File: src/rtl/rgb_duty_scheduler_if.sv
// Bus between the temperature sources and the duty scheduler feeding the RGB PWM stage.
// The master drives the sample and mode inputs; the scheduler (slave) returns the duty command.
interface rgb_duty_scheduler_if;
  logic        enable;
  logic [15:0] temp_data;
  logic        temp_valid;
  logic [12:0] manualSwitch;
  logic [6:0]  duty;
  logic        duty_valid;
  logic [1:0]  zone;
  logic        stale;

  modport master (
    output enable, temp_data, temp_valid, manualSwitch,
    input  duty, duty_valid, zone, stale
  );

  modport slave (
    input  enable, temp_data, temp_valid, manualSwitch,
    output duty, duty_valid, zone, stale
  );
endinterface

File: src/rtl/rgb_duty_scheduler.sv
// Temperature-zone classifier with hysteresis and a slow duty ramp for the RGB PWM stage.
// A sensor timeout forces the failsafe duty; an enable edge aborts and re-arms the controller.
module rgb_duty_scheduler #(
  parameter int          HOT_TH        = 30,
  parameter int          HYST          = 2,
  parameter int unsigned DUTY_COLD     = 25,
  parameter int unsigned DUTY_MILD     = 50,
  parameter int unsigned DUTY_HOT      = 80,
  parameter int unsigned FAILSAFE_DUTY = 100,
  parameter int unsigned RAMP_DIV      = 1000,
  parameter int unsigned TIMEOUT       = 50_000_000
) (
  input  logic                  clk_100MHz,
  input  logic                  reset_n,
  rgb_duty_scheduler_if.slave   bus
);

  localparam int unsigned TW = $clog2(TIMEOUT + 1);
  localparam int unsigned DW = $clog2(RAMP_DIV + 1);

  localparam logic [1:0] Z_NONE = 2'd0;
  localparam logic [1:0] Z_COLD = 2'd1;
  localparam logic [1:0] Z_MILD = 2'd2;
  localparam logic [1:0] Z_HOT  = 2'd3;

  // Thresholds held at 10 bits so HOT_TH-HYST and sign compares cannot overflow
  localparam logic signed [9:0] HOT_C    = 10'(HOT_TH);
  localparam logic signed [9:0] HYST_C   = 10'(HYST);
  localparam logic signed [9:0] HOT_LO_C = 10'(HOT_TH - HYST);
  localparam logic [6:0]        FAIL_C   = 7'(FAILSAFE_DUTY);

  typedef enum logic [1:0] {S_IDLE, S_LATCH, S_CLASSIFY, S_RAMP} state_e;

  state_e        state_q, state_d;
  logic          en_q, en_d;
  logic          pend_vld_q, pend_vld_d;
  logic [8:0]    pend_t_q, pend_t_d;
  logic [8:0]    t_q, t_d;
  logic [1:0]    zone_q, zone_d;
  logic [6:0]    target_q, target_d;
  logic [6:0]    duty_q, duty_d;
  logic          duty_valid_q, duty_valid_d;
  logic          stale_q, stale_d;
  logic [TW-1:0] tmo_q, tmo_d;
  logic [DW-1:0] div_q, div_d;

  logic          src_switch;
  logic          sens_smp;
  logic          tmo_fire;
  logic [8:0]    sens_t;
  logic [8:0]    man_t;
  logic signed [9:0] t_ext;
  logic          unused_bits;

  assign sens_t      = bus.temp_data[15:7];
  assign man_t       = bus.manualSwitch[12:4];
  assign t_ext       = $signed({t_q[8], t_q});
  assign unused_bits = ^{bus.temp_data[6:0], bus.manualSwitch[3:0]};

  function automatic logic [1:0] classify(input logic [1:0] z, input logic signed [9:0] t);
    logic [1:0] nz;
    nz = z;
    case (z)
      Z_COLD:  if (t > HOT_C) nz = Z_HOT;
               else if (t >= HYST_C) nz = Z_MILD;
      Z_MILD:  if (t > HOT_C) nz = Z_HOT;
               else if (t[9]) nz = Z_COLD;
      Z_HOT:   if (t[9]) nz = Z_COLD;
               else if (t >= HYST_C && t <= HOT_LO_C) nz = Z_MILD;
      default: if (t[9]) nz = Z_COLD;
               else if (t > HOT_C) nz = Z_HOT;
               else nz = Z_MILD;
    endcase
    return nz;
  endfunction

  function automatic logic [6:0] zone_duty(input logic [1:0] z);
    case (z)
      Z_COLD:  return 7'(DUTY_COLD);
      Z_MILD:  return 7'(DUTY_MILD);
      Z_HOT:   return 7'(DUTY_HOT);
      default: return FAIL_C;
    endcase
  endfunction

  // Next-state logic: source switch beats timeout, timeout beats the normal sequence
  always_comb begin
    state_d      = state_q;
    en_d         = bus.enable;
    pend_vld_d   = pend_vld_q;
    pend_t_d     = pend_t_q;
    t_d          = t_q;
    zone_d       = zone_q;
    target_d     = target_q;
    duty_d       = duty_q;
    stale_d      = stale_q;
    tmo_d        = tmo_q;
    div_d        = div_q;
    tmo_fire     = 1'b0;
    src_switch   = bus.enable != en_q;
    sens_smp     = bus.enable && bus.temp_valid;

    if (src_switch) begin
      pend_vld_d = 1'b0;
      tmo_d      = '0;
      zone_d     = Z_NONE;
      stale_d    = bus.enable;
      state_d    = S_IDLE;
    end else begin
      if (bus.enable) begin
        if (bus.temp_valid) begin
          tmo_d   = '0;
          stale_d = 1'b0;
        end else if (tmo_q != TW'(TIMEOUT - 1)) begin
          tmo_d    = tmo_q + TW'(1);
          tmo_fire = tmo_q == TW'(TIMEOUT - 2);
        end
      end

      case (state_q)
        S_IDLE: begin
          if (pend_vld_q) begin
            t_d        = pend_t_q;
            pend_vld_d = 1'b0;
            state_d    = S_LATCH;
          end else if (sens_smp) begin
            t_d     = sens_t;
            state_d = S_LATCH;
          end else if (!bus.enable) begin
            t_d     = man_t;
            state_d = S_LATCH;
          end
        end
        S_LATCH: state_d = S_CLASSIFY;
        S_CLASSIFY: begin
          zone_d   = classify(zone_q, t_ext);
          target_d = stale_d ? FAIL_C : zone_duty(zone_d);
          div_d    = '0;
          state_d  = (target_d != duty_q) ? S_RAMP : S_IDLE;
        end
        S_RAMP: begin
          if (duty_q == target_q) begin
            state_d = S_IDLE;
          end else if (div_q == DW'(RAMP_DIV - 1)) begin
            div_d  = '0;
            duty_d = (duty_q < target_q) ? duty_q + 7'd1 : duty_q - 7'd1;
          end else begin
            div_d = div_q + DW'(1);
          end
        end
        default: state_d = S_IDLE;
      endcase

      // A sensor sample that is not consumed right now waits in the one-deep pending slot
      if (sens_smp && !(state_q == S_IDLE && !pend_vld_q)) begin
        pend_vld_d = 1'b1;
        pend_t_d   = sens_t;
      end

      if (tmo_fire) begin
        stale_d    = 1'b1;
        zone_d     = Z_NONE;
        target_d   = FAIL_C;
        pend_vld_d = 1'b0;
        if (state_q != S_RAMP) div_d = '0;
        state_d    = (duty_q != FAIL_C) ? S_RAMP : S_IDLE;
      end
    end

    duty_valid_d = (state_d == S_IDLE) && (duty_d == target_d);
  end

  always_ff @(posedge clk_100MHz or negedge reset_n) begin
    if (!reset_n) begin
      state_q      <= S_IDLE;
      en_q         <= 1'b1;
      pend_vld_q   <= 1'b0;
      pend_t_q     <= '0;
      t_q          <= '0;
      zone_q       <= Z_NONE;
      target_q     <= '0;
      duty_q       <= '0;
      duty_valid_q <= 1'b0;
      stale_q      <= 1'b1;
      tmo_q        <= '0;
      div_q        <= '0;
    end else begin
      state_q      <= state_d;
      en_q         <= en_d;
      pend_vld_q   <= pend_vld_d;
      pend_t_q     <= pend_t_d;
      t_q          <= t_d;
      zone_q       <= zone_d;
      target_q     <= target_d;
      duty_q       <= duty_d;
      duty_valid_q <= duty_valid_d;
      stale_q      <= stale_d;
      tmo_q        <= tmo_d;
      div_q        <= div_d;
    end
  end

  assign bus.duty       = duty_q;
  assign bus.duty_valid = duty_valid_q;
  assign bus.zone       = zone_q;
  assign bus.stale      = stale_q;

endmodule

File: src/flat_wrapper.sv
// flat-port wrapper written by rule: the top's interface ports become plain ports
module rgb_duty_scheduler_flat 
#(
  parameter int          HOT_TH        = 30,
  parameter int          HYST          = 2,
  parameter int unsigned DUTY_COLD     = 25,
  parameter int unsigned DUTY_MILD     = 50,
  parameter int unsigned DUTY_HOT      = 80,
  parameter int unsigned FAILSAFE_DUTY = 100,
  parameter int unsigned RAMP_DIV      = 1000,
  parameter int unsigned TIMEOUT       = 50_000_000
)
  (clk_100MHz, reset_n, bus_enable, bus_temp_data, bus_temp_valid, bus_manualSwitch, bus_duty, bus_duty_valid, bus_zone, bus_stale);
  rgb_duty_scheduler_if bus_i ();
  input  logic clk_100MHz;
  input  logic reset_n;
  input wire logic [$bits(bus_i.enable)-1:0] bus_enable;
  input wire logic [$bits(bus_i.temp_data)-1:0] bus_temp_data;
  input wire logic [$bits(bus_i.temp_valid)-1:0] bus_temp_valid;
  input wire logic [$bits(bus_i.manualSwitch)-1:0] bus_manualSwitch;
  output wire logic [$bits(bus_i.duty)-1:0] bus_duty;
  output wire logic [$bits(bus_i.duty_valid)-1:0] bus_duty_valid;
  output wire logic [$bits(bus_i.zone)-1:0] bus_zone;
  output wire logic [$bits(bus_i.stale)-1:0] bus_stale;
  assign bus_i.enable = bus_enable;
  assign bus_i.temp_data = bus_temp_data;
  assign bus_i.temp_valid = bus_temp_valid;
  assign bus_i.manualSwitch = bus_manualSwitch;
  assign bus_duty = bus_i.duty;
  assign bus_duty_valid = bus_i.duty_valid;
  assign bus_zone = bus_i.zone;
  assign bus_stale = bus_i.stale;
  rgb_duty_scheduler #(.HOT_TH(HOT_TH), .HYST(HYST), .DUTY_COLD(DUTY_COLD), .DUTY_MILD(DUTY_MILD), .DUTY_HOT(DUTY_HOT), .FAILSAFE_DUTY(FAILSAFE_DUTY), .RAMP_DIV(RAMP_DIV), .TIMEOUT(TIMEOUT)) u_core (.clk_100MHz(clk_100MHz), .reset_n(reset_n), .bus(bus_i));
endmodule
File: config.mk
export PLATFORM = sky130hd
export DESIGN_NAME = rgb_duty_scheduler_flat
export DESIGN_NICKNAME = d
export VERILOG_FILES = /design/src/rtl/rgb_duty_scheduler_if.sv /design/src/rtl/rgb_duty_scheduler.sv /design/src/flat_wrapper.sv
export SDC_FILE = /design/constraint.sdc
export NUM_CORES = 1
export LEC_CHECK = 0
export CAP_MARGIN = 0
export CELL_PAD_IN_SITES_DETAIL_PLACEMENT = 1
export CELL_PAD_IN_SITES_GLOBAL_PLACEMENT = 1
export CORE_AREA = 10 10 136 138
export CTS_CLUSTER_SIZE = 25
export DETAILED_ROUTE_END_ITERATION = 7
export DIE_AREA = 0 0 146 148
export PLACE_DENSITY = 0.64
export SETUP_SLACK_MARGIN = 0.1
export SLEW_MARGIN = 40
export SYNTH_ARGS = -nofsm -noshare
export SYNTH_HDL_FRONTEND = slang
export SYNTH_SLANG_ARGS = --single-unit
File: constraint.sdc
create_clock -name clk_100MHz -period 2.9 [get_ports clk_100MHz]
set_input_delay 0.87 -clock clk_100MHz [delete_from_list [all_inputs] [get_ports clk_100MHz]]
set_output_delay 0.87 -clock clk_100MHz [all_outputs]
set_load 0.01 [all_outputs]
==> results of run 1 <==
## logic make-up (layout without fill, tap and decap cells)
kind of cell	after synthesis	count (layout)
DFF	76	76
and+or+nand+nor	193	193
muxes	32	32
xor gates and xnor gates	22	22
buffers and inverters	39	163
adders and majority gates	20	20
AOI/OAI and AO/OA	125	125
## routing by layer
metal  global-route usage, %  part of all wire (%)  vias up
li1                        -                     -     2064
met1                    14.6                    42     2174
met2                    24.5                    54       41
met3                    3.33                   2.6       17
met4                    3.90                   1.4        0
met5                       0                     0        -
## worst max-delay path, delay by kind of cell, from the launching register on
family,cells,cell delay (ps)
adder cells (fa/ha/maj),2,670
AND/OR/NAND/NOR,7,1520
XOR/XNOR,1,150
AO/OA/AOI/OAI,3,410
flip-flops,1,420
## flip-flops by register name, indices dropped and copies added (netlist names)
signal	count
u_core.state_q	2
u_core.bus.zone	2
u_core.div_q	10
u_core.bus.duty	7
u_core.bus.stale	1
u_core.tmo_q	26
u_core.bus.duty_valid	1
u_core.pend_vld_q	1
u_core.target_q	7
u_core.pend_t_q	9
u_core.t_q	9
u_core.en_q	1
## synth_stat cells, types with 7 or more instances
cell type and n:
xnor2_1 9, o31ai_1 8, nor2_1 45, nor3_1 14, mux2i_1 12, inv_1 23
a21oi_1 31, ha_1 19, nand2_1 47, nand3_1 19, and3_1 7, xor2_1 13
nand4_1 10, dfrtp_1 74, o21ai_0 50, clkbuf_1 12, mux2_2 20, nand2b_1 8
## cell usage in the layout, fill, tap and decap left out, types with 13 or more instances in the layout
| cell | n |
|---|---|
| mux2_2 | 18 |
| nor2_1 | 40 |
| dfrtp_1 | 68 |
| o21ai_0 | 49 |
| buf_4 | 90 |
| nand2_1 | 47 |
| nand3_1 | 16 |
| clkdlybuf4s50_1 | 30 |
| xor2_1 | 13 |
| inv_1 | 16 |
| a21oi_1 | 19 |
## final timing paths
kind                               startpoint                    end  slack (ps)  cells after the start
min reg2reg                  u_core.tmo_q[25]       u_core.tmo_q[25]         480                      1
max                        u_core.bus.duty[6]  u_core.bus.duty_valid        -370                     13
max reg2reg                u_core.bus.duty[6]  u_core.bus.duty_valid        -370                     13
max in group asynchronous             reset_n       u_core.bus.stale        1790                      2
min in group clk_100MHz      u_core.tmo_q[25]       u_core.tmo_q[25]         480                      1
min                                   reset_n       u_core.tmo_q[20]         460                      1
## area by class of cell
cell class | count | share of cell area [%]
inverters | 23 | 1.34
multi-input cells | 392 | 44.9
well taps | 216 | 4.09
clock inverters | 6 | 1.68
flip-flops and latches | 76 | 28.9
clock buffers | 10 | 3.62
repair buffers | 124 | 15.5
## through the flow
stage / TNS, ps / setup WS [ps] / utilization (%)
floorplan: -142 / -142 / -
global placement: -9950 / -700 / 38.1
detailed placement: -11730 / -874 / 38.1
CTS: -355 / -355 / 41.4
global route: -653 / -515 / 42.1
finish: -368 / -368 / 42.1
## what timing repair did
item | in CTS | in global routing
endpoints found under the setup margin | 28 | 17
pin swaps | 21 | 12
setup buffers | 7 | 4
gates cloned | 0 | 0
resized for setup | 28 | 24
hold buffers | 0 | 0
## report_power, final
part | switching [mW] | total (mW) | internal (mW)
Combinational | 0.661 | 1.43 | 0.770
Clock | 0.483 | 1.35 | 0.864
Sequential | 0.216 | 1.52 | 1.30
==> summary.md, run 1 <==
| Metric | Value |
|---|---|
| Crit start category | flop |
| Syn nets | 560 |
| Period Utilization, post-route | 113% |
| PD cells | 650 nW/um^2 |
| Fin cells | 847 |
| Seq/Total Area, Yosys | 40.7% |
| IO buf count | 32 |
| Max-Cap Viols | 0 |
| Fin Hold WS | 460 ps |
| Worst-path clk slew | about 60 ps |
| Simple-gate share of the synthesized area | 22.9% |
| CP endpoint kind | flop |
| First-pass GRT wire length | 23.4 mm |
| Clock Path Buffers | 2 |
| Final net count | 679 |
| Total power | around 4.3 mW |
| Area leader, netlist | dfrtp_1 |
| Post-synth EDFFs | 0 |
| GR Util All Layers | 13.2% |
| GPL Wtd Cong | 0.845 |
| Final wirelength | 14.1 mm |
| Pin count of the biggest net entering global routing | 45 |
| Netlist cell types | 66 |
| Syn_area_per_cell | 9.23 um^2 |
| Die ar. | about 22,000 um^2 |
| Tmin final | 3270 ps |
| CP cell instances | ha_4, nand4_1, a21oi_2, nor2_4, fa_2, nand2b_4, a21oi_4, o22ai_2, xnor2_2, or3_4, nand3_2, or3b_4, nor4b_2 |
| Post-synth ARST share | 100% |
| Hold Crit Class | in2async |
| Initial detailed-routing violation count | 148 |
| Critical Path Fanout Max | 4 |
| Overall die height | approximately 150 um |
| Fill count | 1,814 |
| Main combinational cell family by area after synthesis | simple AND/OR/NAND/NOR gates |
| Cells after synthesis | about 500 |
| Placed Instances | roughly 820 |
| Die X | roughly 150 um |
| DP Wirelength | 10.5 mm |
| Max-slew violation count | 0 |
| Initial Util | between 20% and 30% |
| Worst Path Arrival | ~3500 ps |
| Synth Warn # | 0 |
| Compound-Gate Fraction of Synth Area | 16.2% |
| Synth Register Bits | 76 |
| Post-Layout Inst Area | 6610 um^2 |
| Total number of vias | 4,296 |
| Pleak | 2.90 nW |
| Post-synthesis mux area share | 7.38% |
| Initial DRT Pass Iterations | 6 |
| Total grt overflow | 0 |
| Fmax | 0.306 GHz |
| Number of global-route vias before repair | 4,713 |
| TritonCTS clock tree | yes |
| Yosys top cell area share | 39.6% |
| Area after DPL | 5990 um^2 |
| Rows | 46 |
| Total I/O pin count | 44 |
| Number of antenna repair diodes | 0 |
| Slowest stage delay, CP | 420 ps |
| Top_reg_cell synth | dfrtp_1 |
| Crit Path Class | reg2reg |
| Worst Max-Slew Pin Slew | 576 ps |
| TritonCTS Buffers | 9 |
| Worst slew margin | 61.6% |
| Residual DRC count | 0 |
| Post-route setup slack | -368 ps |
| Core box area | between 15,000 and 20,000 um^2 |
| Failing checks | negative setup slack |
| Register area | about 1900 um^2 |
| Peak VDD IR | 0.369 mV |
| RSZ-0062 raised after global routing | true |
| Sink Count | 76 |
| Layout area overhead | 41.2% |
| Synth Area in XOR/XNOR | under 10% |
| Final setup viols | 1 |
| Number of routed nets with antenna violations | 0 |
| Clk Latency, worst-skew pair | 350 ps |
| Layout cells sized above 1 | 33.4% |
| CTS H-tree lvls | 3 |
| Worst-case clock skew | between 6 and 7 ps |
| Mapped Area | about 4700 um^2 |
| Status | finished, violations left |
| Area of the multi-input gates | 2970 um^2 |
| Via density | between 5 and 6 |
| Final hold violation count | 0 |
| Adder-cell share of the synthesized area | 5.51% |
| Top post-synthesis cells by area | dfrtp_1 40%, o21ai_0 5.3%, ha_1 5.1% |
| CTS Root Cell | clkbuf_16 |
| Slowest CP cell | dfrtp_2 |
| Initial antenna violation count | 0 |
| Routed len/inst | about 17 um |
| CP required | 3160 ps |
(Power assumes the default switching activity.)
==> run 2, diff against run 1 <==
--- a/config.mk
+++ b/config.mk
@@ -9,7 +9,7 @@
 export CELL_PAD_IN_SITES_DETAIL_PLACEMENT = 1
 export CELL_PAD_IN_SITES_GLOBAL_PLACEMENT = 1
 export CORE_AREA = 10 10 136 138
-export CTS_CLUSTER_SIZE = 25
+export CTS_CLUSTER_SIZE = 8
 export DETAILED_ROUTE_END_ITERATION = 7
 export DIE_AREA = 0 0 146 148
 export PLACE_DENSITY = 0.64
==> results of run 2 <==
Final layout, timing and power as in run 1 (identical DEF).
==> run 3, diff against run 2 <==
--- a/config.mk
+++ b/config.mk
@@ -8,13 +8,14 @@
 export CAP_MARGIN = 0
 export CELL_PAD_IN_SITES_DETAIL_PLACEMENT = 1
 export CELL_PAD_IN_SITES_GLOBAL_PLACEMENT = 1
-export CORE_AREA = 10 10 136 138
+export CORE_AREA = 10 10 120 122
 export CTS_CLUSTER_SIZE = 8
 export DETAILED_ROUTE_END_ITERATION = 7
-export DIE_AREA = 0 0 146 148
-export PLACE_DENSITY = 0.64
+export DIE_AREA = 0 0 130 132
+export PLACE_DENSITY = 0.73
 export SETUP_SLACK_MARGIN = 0.1
 export SLEW_MARGIN = 40
 export SYNTH_ARGS = -nofsm -noshare
 export SYNTH_HDL_FRONTEND = slang
 export SYNTH_SLANG_ARGS = --single-unit
+export TNS_END_PERCENT = 30
==> run 3 against run 2 <==
- the run still ends with negative setup slack left
- core utilization up 12 points
- critical path depth up 1
- register-to-register slack worse by 20 ps
- sequential cell count stayed put
- first-iteration DRC count rose by 22%
- fmax down 0.67%
- combinational power is essentially flat
- total power is 2.4% lower
- setup slack worse by 22 ps
- hold slack lost 16 ps
- routed wire length is 0.26% lower
- count of clock-buffer cells in the layout increased by 2
- critical endpoint unchanged
==> summary.md, run 3 (synthesized netlist as in run 1, its figures left out) <==
| Metric | Value |
|---|---|
| Fmax | 0.304 GHz |
| Net Sw Power | 1.33 mW |
| Critical Path Fanout Max | 3 |
| Worst-case reg-to-reg path depth | 14 |
| Largest register FFs | 26 |
| Core box area | between 10,000 and 15,000 um^2 |
| Top Registers | u_core.tmo_q x26, u_core.div_q x10 |
| Initial detailed-routing violation count | 180 |
| Fin Hold WS | 444 ps |
| Crit Path Class | reg2reg |
| Commonest non-fill, non-tap cell in the layout | buf_4 |
| Pleak | 2.84 nW |
| Post-route setup slack | -391 ps |
| Failing checks | negative setup slack |
| Die X | 130 um |
| Reg power frac | 36.2% |
| PD cells | 653 nW/um^2 |
| Layout cells sized above 1 | a little under a third |
| Initial Util | 39.3% |
| Reg-to-Reg Start | u_core.target_q[5] |
| CP endpoint | u_core.bus.duty_valid |
| Status | finished, violations left |
| Slowest CP cell | or4_4 |
| Setup TNS | -597 ps |
| First-pass GRT wire length | 23.4 mm |
| Overall die height | 132 um |
| Layout area overhead | 37.0% |
| CP endpoint kind | flop |
| Tmin final | 3290 ps |
| Sink Count | 76 |
| R2R setup slack | -390 ps |
| CP Launch Point | u_core.target_q[5] |
| Number of antenna repair diodes | 0 |
| GR Util All Layers | 16.8% |
| Total I/O pin count | 44 |
| Cts hold-fix bufs | 0 |
| Internal power | 2.86 mW |
| Final wirelength | 14.0 mm |
| Area after DPL | 5850 um^2 |
| IO buf count | 32 |
| Most flops, register | u_core.tmo_q |
| Pin count of the biggest net entering global routing | 48 |
| Most frequent cells in the layout | 84 x buf_4, 68 x dfrtp_1, 48 x o21ai_0 |
| Slowest stage delay, CP | 450 ps |
| Initial DRT Pass Iterations | 4 |
| Combinational share of power | about a third |
| Worst Max-Slew Pin Slew | 618 ps |
| Crit start category | flop |
| Die ar. | between 15,000 and 20,000 um^2 |
| Max-Cap Viols | 0 |
| Post-Layout Inst Area | roughly 6400 um^2 |
| Routed len/inst | between 15 and 20 um |
| Net Sw Frac | roughly a third |
| TritonCTS clock tree | yes |
| CTS H-tree lvls | 3 |
| Worst Path Arrival | 3550 ps |
| Clk Latency, worst-skew pair | 350 ps |
| Initial antenna violation count | 0 |
| CTS Root Cell | clkbuf_16 |
| Setup WS pre-CTS | -713 ps |
| Max-slew violation count | 0 |
| Worst r2r dst | u_core.bus.duty_valid |
| Total grt overflow | 0 |
| Peak VDD IR | 0.394 mV |
| Clock Power Share | 30.0% |
| DP Wirelength | 10.3 mm |
| Worst-case clock skew | 13.5 ps |
| Period Utilization, post-route | 113% |
| Final hold violation count | 0 |
| Number of global-route vias before repair | about 4,800 |
| CP required | between 3000 and 4000 ps |
| Total number of vias | 4,311 |
| Clock Path Buffers | 2 |
| Hold Crit Class | in2async |
| CP cell instances | inv_1, ha_4, nand4_1, a21oi_2, nor2_4, fa_2, nand2b_4, a21oi_4, xor2_2, mux2i_2, or4_4, a211oi_4, a21oi_2, nor4b_2 |
| Worst slew margin | 58.8% |
| Most used cell, CP | a21oi_2 |
| Number of routed nets with antenna violations | 0 |
| TritonCTS Buffers | 9 |
| Final net count | 674 |
| Residual DRC count | 0 |
| Fill count | 1,366 |
| Worst-path clk slew | 70 ps |
| Final setup viols | 3 |
| Via density | 5.58 |
| Rows | 40 |
| RSZ-0062 raised after global routing | true |
| GPL Wtd Cong | 0.838 |
==> run 3: metrics by stage <==
stage                     power [mW]  std cells  utilization (%)
final                           4.19        773             53.9
after global routing            4.46        773             53.9
after floorplan                 2.23        507                -
after CTS                       4.16        767             52.8
after detailed placement        2.80        746             49.1
after global placement          2.72        746             49.1
==> run 3: layout make-up <==
cell class,instances,area (um^2),share of cell area [%]
clock inverter,4,72.6,1.13
inverter,23,88.8,1.38
clock buffer,12,256,4.00
multi-input combinational,392,2900,45.2
tap,147,184,2.87
sequential,76,1910,29.8
timing repair buffer,119,1000,15.6
==> run 3: worst max-delay path: cells and delay by family, from the launching register on <==
kind	cells	cell delay (ps)
adder cells (fa/ha/maj)	2	620
AO/OA/AOI/OAI	4	670
buffers and inverters	1	80
flip-flops	1	360
AND/OR/NAND/NOR	5	1130
multiplexers	1	130
XOR/XNOR	1	210
==> run 3: metal layers <==
metal / GRT usage, % / vias to the layer above / part of all wire [%]
li1: - / 2058 / -
met1: 20.0 / 2168 / 44
met2: 28.8 / 63 / 51
met3: 3.14 / 22 / 3.5
met4: 7.00 / 0 / 2.0
met5: 0 / - / 0
==> run 3: worst min-delay path by stage <==
stage / start / to / cells after the start
2_1_floorplan: u_core.tmo_q[25] / u_core.tmo_q[25] / 1
3_3_place_gp: u_core.tmo_q[25] / u_core.tmo_q[25] / 1
3_5_place_dp: u_core.tmo_q[25] / u_core.tmo_q[25] / 1
4_1_cts: reset_n / u_core.tmo_q[21] / 1
5_1_grt: reset_n / u_core.tmo_q[21] / 1
6_report: reset_n / u_core.tmo_q[21] / 1
==> run 3: power groups by stage <==
| stage | Clock, mW | Combinational, mW | Sequential [mW] |
|---|---|---|---|
| 2_1_floorplan | 0 | 0.772 | 1.46 |
| 3_3_place_gp | 0 | 1.21 | 1.51 |
| 3_5_place_dp | 0 | 1.28 | 1.52 |
| 4_1_cts | 1.28 | 1.37 | 1.52 |
| 5_1_grt | 1.33 | 1.57 | 1.56 |
| 6_report | 1.26 | 1.42 | 1.52 |
==> run 3: repair_timing <==
action,4_1_cts,5_1_grt
hold endpoints to repair,0,0
setup buffers,5,6
setup endpoints to repair,28,16
pin swaps,11,16
gates resized for setup,18,20
